$ cat src/rtl/sigmoid_share_arbiter.sv
// ============================================================================
// Module   : sigmoid_share_arbiter
// Brief    : Round-robin front end sharing one fixed-latency sigmoid core
//            among N_REQ requesters, with tag-based result routing.
//            Optional alignment checker enabled by macro SIGMOID_ARB_CHECK_EN.
// Revision : 1.0 - initial release
// ============================================================================
`default_nettype none

module sigmoid_share_arbiter #(
  parameter int N_REQ   = 4,
  parameter int LATENCY = 5,
  parameter int DATA_W  = 16,
  localparam int ID_W   = $clog2(N_REQ)
) (
  input  logic                    clk,
  input  logic                    rst,
  input  logic [N_REQ-1:0]        req_valid,
  output logic [N_REQ-1:0]        req_ready,
  input  logic [N_REQ*DATA_W-1:0] req_data,
  input  logic [N_REQ-1:0]        req_mask,
  output logic                    core_valid_in,
  output logic [DATA_W-1:0]       core_data_in,
  input  logic                    core_valid_out,
  input  logic [DATA_W-1:0]       core_data_out,
  output logic                    resp_valid,
  output logic [ID_W-1:0]         resp_id,
  output logic [DATA_W-1:0]       resp_data,
  output logic                    busy,
  output logic                    err
);

  logic [ID_W-1:0]   ptr_q;
  logic [ID_W-1:0]   ptr_d;

  logic [N_REQ-1:0]  eligible;
  logic [N_REQ-1:0]  grant_oh;
  logic [ID_W-1:0]   grant_idx;
  logic              grant_any;
  logic [DATA_W-1:0] grant_data;
  int                search_idx;

  logic              core_valid_in_q;
  logic [DATA_W-1:0] core_data_in_q;
  logic [ID_W-1:0]   issue_id_q;

  logic [LATENCY-1:0] tag_v_q;
  logic [ID_W-1:0]    tag_id_q [LATENCY];

  logic              resp_valid_q;
  logic [ID_W-1:0]   resp_id_q;
  logic [DATA_W-1:0] resp_data_q;

  assign eligible = req_valid & req_mask;

  // First eligible requester at or after ptr_q, wrapping around.
  always_comb begin
    grant_oh   = '0;
    grant_idx  = '0;
    grant_any  = 1'b0;
    grant_data = '0;
    search_idx = 0;
    for (int k = 0; k < N_REQ; k++) begin
      search_idx = int'(ptr_q) + k;
      if (search_idx >= N_REQ) begin
        search_idx = search_idx - N_REQ;
      end
      if (!grant_any && eligible[search_idx]) begin
        grant_any            = 1'b1;
        grant_idx            = ID_W'(search_idx);
        grant_oh[search_idx] = 1'b1;
        grant_data           = req_data[search_idx*DATA_W +: DATA_W];
      end
    end
  end

  assign req_ready = rst ? '0 : grant_oh;

  always_comb begin
    ptr_d = ptr_q;
    if (grant_any) begin
      if (int'(grant_idx) == N_REQ - 1) begin
        ptr_d = '0;
      end else begin
        ptr_d = grant_idx + 1'b1;
      end
    end
  end

  always_ff @(posedge clk or posedge rst) begin
    if (rst) begin
      ptr_q           <= '0;
      core_valid_in_q <= 1'b0;
      core_data_in_q  <= '0;
      issue_id_q      <= '0;
    end else begin
      ptr_q           <= ptr_d;
      core_valid_in_q <= grant_any;
      if (grant_any) begin
        core_data_in_q <= grant_data;
        issue_id_q     <= grant_idx;
      end
    end
  end

  // Tags are loaded from the issue register so that the last stage lines up
  // with the cycle the core presents its result.
  always_ff @(posedge clk or posedge rst) begin
    if (rst) begin
      tag_v_q <= '0;
      for (int s = 0; s < LATENCY; s++) begin
        tag_id_q[s] <= '0;
      end
    end else begin
      tag_v_q[0]  <= core_valid_in_q;
      tag_id_q[0] <= issue_id_q;
      for (int s = 1; s < LATENCY; s++) begin
        tag_v_q[s]  <= tag_v_q[s-1];
        tag_id_q[s] <= tag_id_q[s-1];
      end
    end
  end

  // A result without a live tag belongs to an operation discarded by reset.
  always_ff @(posedge clk or posedge rst) begin
    if (rst) begin
      resp_valid_q <= 1'b0;
      resp_id_q    <= '0;
      resp_data_q  <= '0;
    end else begin
      resp_valid_q <= core_valid_out & tag_v_q[LATENCY-1];
      if (core_valid_out && tag_v_q[LATENCY-1]) begin
        resp_id_q   <= tag_id_q[LATENCY-1];
        resp_data_q <= core_data_out;
      end
    end
  end

  assign core_valid_in = core_valid_in_q;
  assign core_data_in  = core_data_in_q;
  assign resp_valid    = resp_valid_q;
  assign resp_id       = resp_id_q;
  assign resp_data     = resp_data_q;
  assign busy          = core_valid_in_q | (|tag_v_q);

`ifdef SIGMOID_ARB_CHECK_EN
  logic err_q;

  always_ff @(posedge clk or posedge rst) begin
    if (rst) begin
      err_q <= 1'b0;
    end else if (core_valid_out != tag_v_q[LATENCY-1]) begin
      err_q <= 1'b1;
    end
  end

  assign err = err_q;
`else
  assign err = 1'b0;
`endif

endmodule

`default_nettype wire

$ cat config.mk
export PLATFORM = sky130hd
export DESIGN_NAME = sigmoid_share_arbiter
export DESIGN_NICKNAME = d
export VERILOG_FILES = /design/src/rtl/sigmoid_share_arbiter.sv
export SDC_FILE = /design/constraint.sdc
export NUM_CORES = 1
export LEC_CHECK = 0
export CORE_MARGIN = 2
export CORE_UTILIZATION = 51
export CTS_CLUSTER_SIZE = 14
export DETAILED_ROUTE_END_ITERATION = 8
export PLACE_DENSITY = 0.87
export SYNTH_ARGS = -nofsm -noshare
export SYNTH_HDL_FRONTEND = slang
export SYNTH_SLANG_ARGS = --single-unit
$ cat constraint.sdc
create_clock -name clk -period 6 [get_ports clk]
set_input_delay 0.6 -clock clk [delete_from_list [all_inputs] [get_ports clk]]
set_output_delay 0.6 -clock clk [all_outputs]
set_load 0.01 [all_outputs]
# == After elaboration in Yosys (flattened, before gate mapping) ==
# Cells that the tools add are included.
# classes
add_sub_neg,8
multipliers,0
div,0
n_lt_le_gt_ge,12
n_eq_ne,1
n_shift,4
muxes,42
bitwise_logic,6
n_reduce_logical,12
# ops
operator,count
$shiftx A64 B32 Y16,4
$ge A32 B1 Y1 const B,4
$lt A32 B4 Y1 const B,4
$mux W32,4
$mux W16,4
$mux W4,5
$mux W1,16
$or A4 B4 Y4,3
$sub A3 B3 Y4 const B,3
$mux W2,5
$ge A3 B3 Y1 const B,3
$bmux W1 S2,4
$demux W1 S2,4
$logic_and A1 B1 Y1,8
$add A2 B2 Y3 const B,2
$reduce_or A5 Y1,1
$and A4 B4 Y4,1
$sub A2 B3 Y4 const B,1
$add A2 B1 Y3 const B,1
$ge A2 B3 Y1 const B,1
$logic_not A1 Y1,3
$add A2 B1 Y2 const B,1
$eq A2 B1 Y1 const B,1
$and A1 B1 Y1,1
$or A1 B1 Y1,1
# totals
regBits,55
latchBits,0
ramBits,0
mem_bits_ro,0
in_bits,91
out_inout_bits,42
memories,0

# == Longest topological paths before layout ==
# depth
depth_word,17
mapped_depth,13
ltp_nobuf,11

# == Least setup slack after synthesis ==
# OpenSTA, ideal clock, no wires.
# synth_path
kind,register to output
start,register ptr_q[0]
end,output req_ready[1]
arrival_ps,2256
slack_ps,3144
stages_incl_launch_ff,10
n_path_buf,3
cell_sequence,dfrtp_1 -> buf_2 -> inv_2 -> ha_1 -> clkbuf_1 -> mux4_2 -> nor2_4 -> buf_6 -> a222oi_1 -> a21oi_1
# synth_between
elab_chain_cells,16
elab_cells_between_ends,64
# synth_rtl
item,line,text
start: declaration,33,logic [ID_W-1:0] ptr_q;
start signal: assignment,97,ptr_q <= ptr_d;
branches (longest 14 deep; another with $ge A32 B1 Y1),--,
$mux W4 *,68,if (!grant_any && eligible[search_idx]) begin
$mux W4 *,77,assign req_ready = rst ? '0 : grant_oh;
end: declaration,19,"output logic [N_REQ-1:0] req_ready,"
# Every way passes the cells marked *. The select of a mux whose other input is x is not followed.

# == Final worst setup path ==
# layout_path
start,register ptr_q[0]
end,output req_ready[3]
# The elaborated chain is that of the path after synthesis.

==> impl_metrics.toml <==
[outcome]
status = "finished, final reports clean"

[detailed_routing]
routed_wl_um = 11100
ant_nets = 0
drt_first_pass_iters = 6
via_per_inst = 6.59
dr_total_vias = 3653
drc = 0
wl_per_cell_um = 20.1
drt_iter0_markers = 400

[floorplan]
core_area_um2 = 7810
fp-row-count = 32
fp.dieW_um = 94.2
fp.dieH_um = 94.2
initial_core_util_pct = 53.2
io_pins = 133
design.die.area_um2 = 8880

[clocking]
cts_root_buf = "clkbuf_8"
clkTransAtPathRegs_ns = 0.10
cts_setup_buffers = 0
clockBufferDepth = 2
htree_levels = 2
numCtsBuffers = 5
hold_buffers = 0
cts_tree = "yes"
clock_latency_ns = 0.31
cts_resized = 0
clock-sinks = 55

[sta]
grt_setup_unrepaired = "no"
hold_viol_final = 0
post-route-period-util_pct = 83.8
max-slew-margin-rel_pct = 29.3
period_minus_slack_ns = 5.03
drv_slew = 0
finClkSkew_ns = 0.0122
max_freq_mhz = 199
setup_viol = 0
worst_pin_slew_ns = 1.06
tns_ns = 0

[place]
gp_congestion = 0.885
dp_hpwl_um = 7960
place_area_um2 = 5460
port_buffers = 131

[yosys]
synthArstFlopShare_pct = 100
synth_ff_type = "dfrtp_1"
yosys.area.top_type = "dfrtp_1"
synth_xor_area_share_pct = 0
synth_edf_count = 0
syn_area_per_cell_um2 = 12.2
syn-cell-area_um2 = 4150
synthTopCellsByArea = "dfrtp_1 (33%), mux4_2 (20%), mux2_2 (14%), a222oi_1 (4.8%), mux2i_1 (3.4%)"
synthAdderAreaFrac_pct = 2.41
ys_warn_count = 0
synth_common_cells = "dfrtp_1 (55), mux2_2 (50), mux4_2 (36)"
ys_seq_area_share_pct = 33.2
yosysMostFrequentCell = "dfrtp_1"
synth_top_family_by_area = "multiplexers"
synth_compound_area_share_pct = 16.2
syn-num-nets = 440
synthSimpleGateAreaFrac_pct = 7.18
ys_types = 44
netlist.area_leader.share_pct = 33.2
synthCells = 341
synth_mux_area_share_pct = 36.5
ys_ff_latch = 55

[worst_setup_path]
critPathKind = "reg2out"
critPathCaptureType = "output pin"
start_kind = "flip-flop"
cp_max_fo = 81
cp.arrival_ns = 4.43
crit_required_ns = 5.40

[cells_and_area]
diodes = 0
drive_above_1_share_pct = 23.2
stdcell_area_um2 = 5570
area_growth_pct = 34.2
nets = 551

[global_route]
grt.total_usage_pct = 25.3
grt_overflow = 0
grt_pass1_wl_um = 17800
grt_pass1_vias = 3702
antenna_found_initial = 0
grt_max_degree = 82

[pwr]
p_leak_nw = 2.07
power_w = 0.00257
vdd_drop_max_v = 0.000334
power.density_nw_per_um2 = 462

[flow_run]
drv_cap = 0

[worst_hold_path]
worstHoldPathType = "reg2reg"
==> cell usage in the layout (no fill, tap or decap), types with 2 or more instances in the layout <==
master	instances
nor2_1	10
nor2b_1	4
inv_2	2
mux4_2	36
a22oi_1	13
o32ai_1	4
nand3_1	2
a221oi_1	4
clkbuf_8	5
buf_4	5
and2_0	2
a21oi_1	6
mux2i_1	14
nor3_1	6
a221o_1	12
mux2_2	50
a31oi_1	4
and3_1	2
and2_1	8
o22ai_1	4
a222oi_1	20
ha_1	7
dfrtp_1	54
clkdlybuf4s50_1	131
nand2_1	18
inv_1	3
o21ai_0	7
==> logic make-up after synthesis <==
kind of cell / after synthesis
muxes: 100
buffers and inverters: 37
AOI/OAI and AO/OA: 82
other: 1
and+or+nand+nor: 58
DFF: 55
adders and majority gates: 8
==> registers in the layout (all words and copies together) (netlist names) <==
signal         cells
issue_id_q         2
core_valid_in      1
ptr_q              2
tag_id_q          10
resp_id            2
resp_valid         1
core_data_in      16
tag_v_q            5
resp_data         16
==> path summary, 6_finish.rpt <==
path | start | end | cells past startpoint | slack (ns)
min reg2reg | tag_id_q[5] | tag_id_q[3] | 0 | 0.36
min | tag_id_q[5] | tag_id_q[3] | 0 | 0.36
max in group asynchronous | rst | ptr_q[0] | 3 | 4.62
max reg2reg | ptr_q[0] | core_data_in[14] | 8 | 1.66
max | ptr_q[0] | req_ready[3] | 7 | 0.97
min in group asynchronous | rst | tag_v_q[1] | 3 | 0.89
==> metrics by stage <==
stage                     hold WS, ns  utilization, %  worst slack (ns)  std cells
final                           0.356            71.3             0.972        554
after global routing            0.366            71.3             0.705        554
after CTS                       0.357            71.3             0.975        554
after detailed placement        0.335            70.0              1.33        547
after global placement          0.333            70.0              1.45        547
after floorplan                 0.331               -              3.14        341
==> area by class of cell <==
| type | instances | area, µm² |
|---|---|---|
| fill | 556 | 2240 |
| tap | 102 | 128 |
| clock inverter | 2 | 37.5 |
| multi-input combinational | 249 | 2590 |
| sequential | 55 | 1380 |
| timing repair buffer | 136 | 1350 |
| inverter | 5 | 18.8 |
| clock buffer | 5 | 68.8 |
==> critical path, cell delays in order (launching register included) <==
cell             delay, ns
dfrtp_4               1.15
inv_2                 0.29
ha_2                  0.71
mux4_2                0.43
nor2_4                0.55
a222oi_1              0.23
a21oi_1               0.18
clkdlybuf4s50_1       0.56
==> layer usage <==
metal / part of all wire, % / global-route usage, % / routed length, µm / vias up
met5: 0 / 0 / 0 / -
met1: 38 / 31.4 / 4240 / 1784
li1: - / - / - / 1613
met2: 51 / 44.8 / 5660 / 238
met4: 1.3 / 8.21 / 148 / 0
met3: 9.5 / 4.49 / 1060 / 18
==> report_power, final <==
part	internal [W]	total (W)	leakage, nW	switching, W
sequential	0.000504	0.000702	0.645	0.000198
clock	0.000122	0.000242	0.0502	0.000120
combinational	0.000928	0.00163	1.38	0.000700
total	0.00155	0.00257	2.07	0.00102
Power figures use the tool's default switching activity.
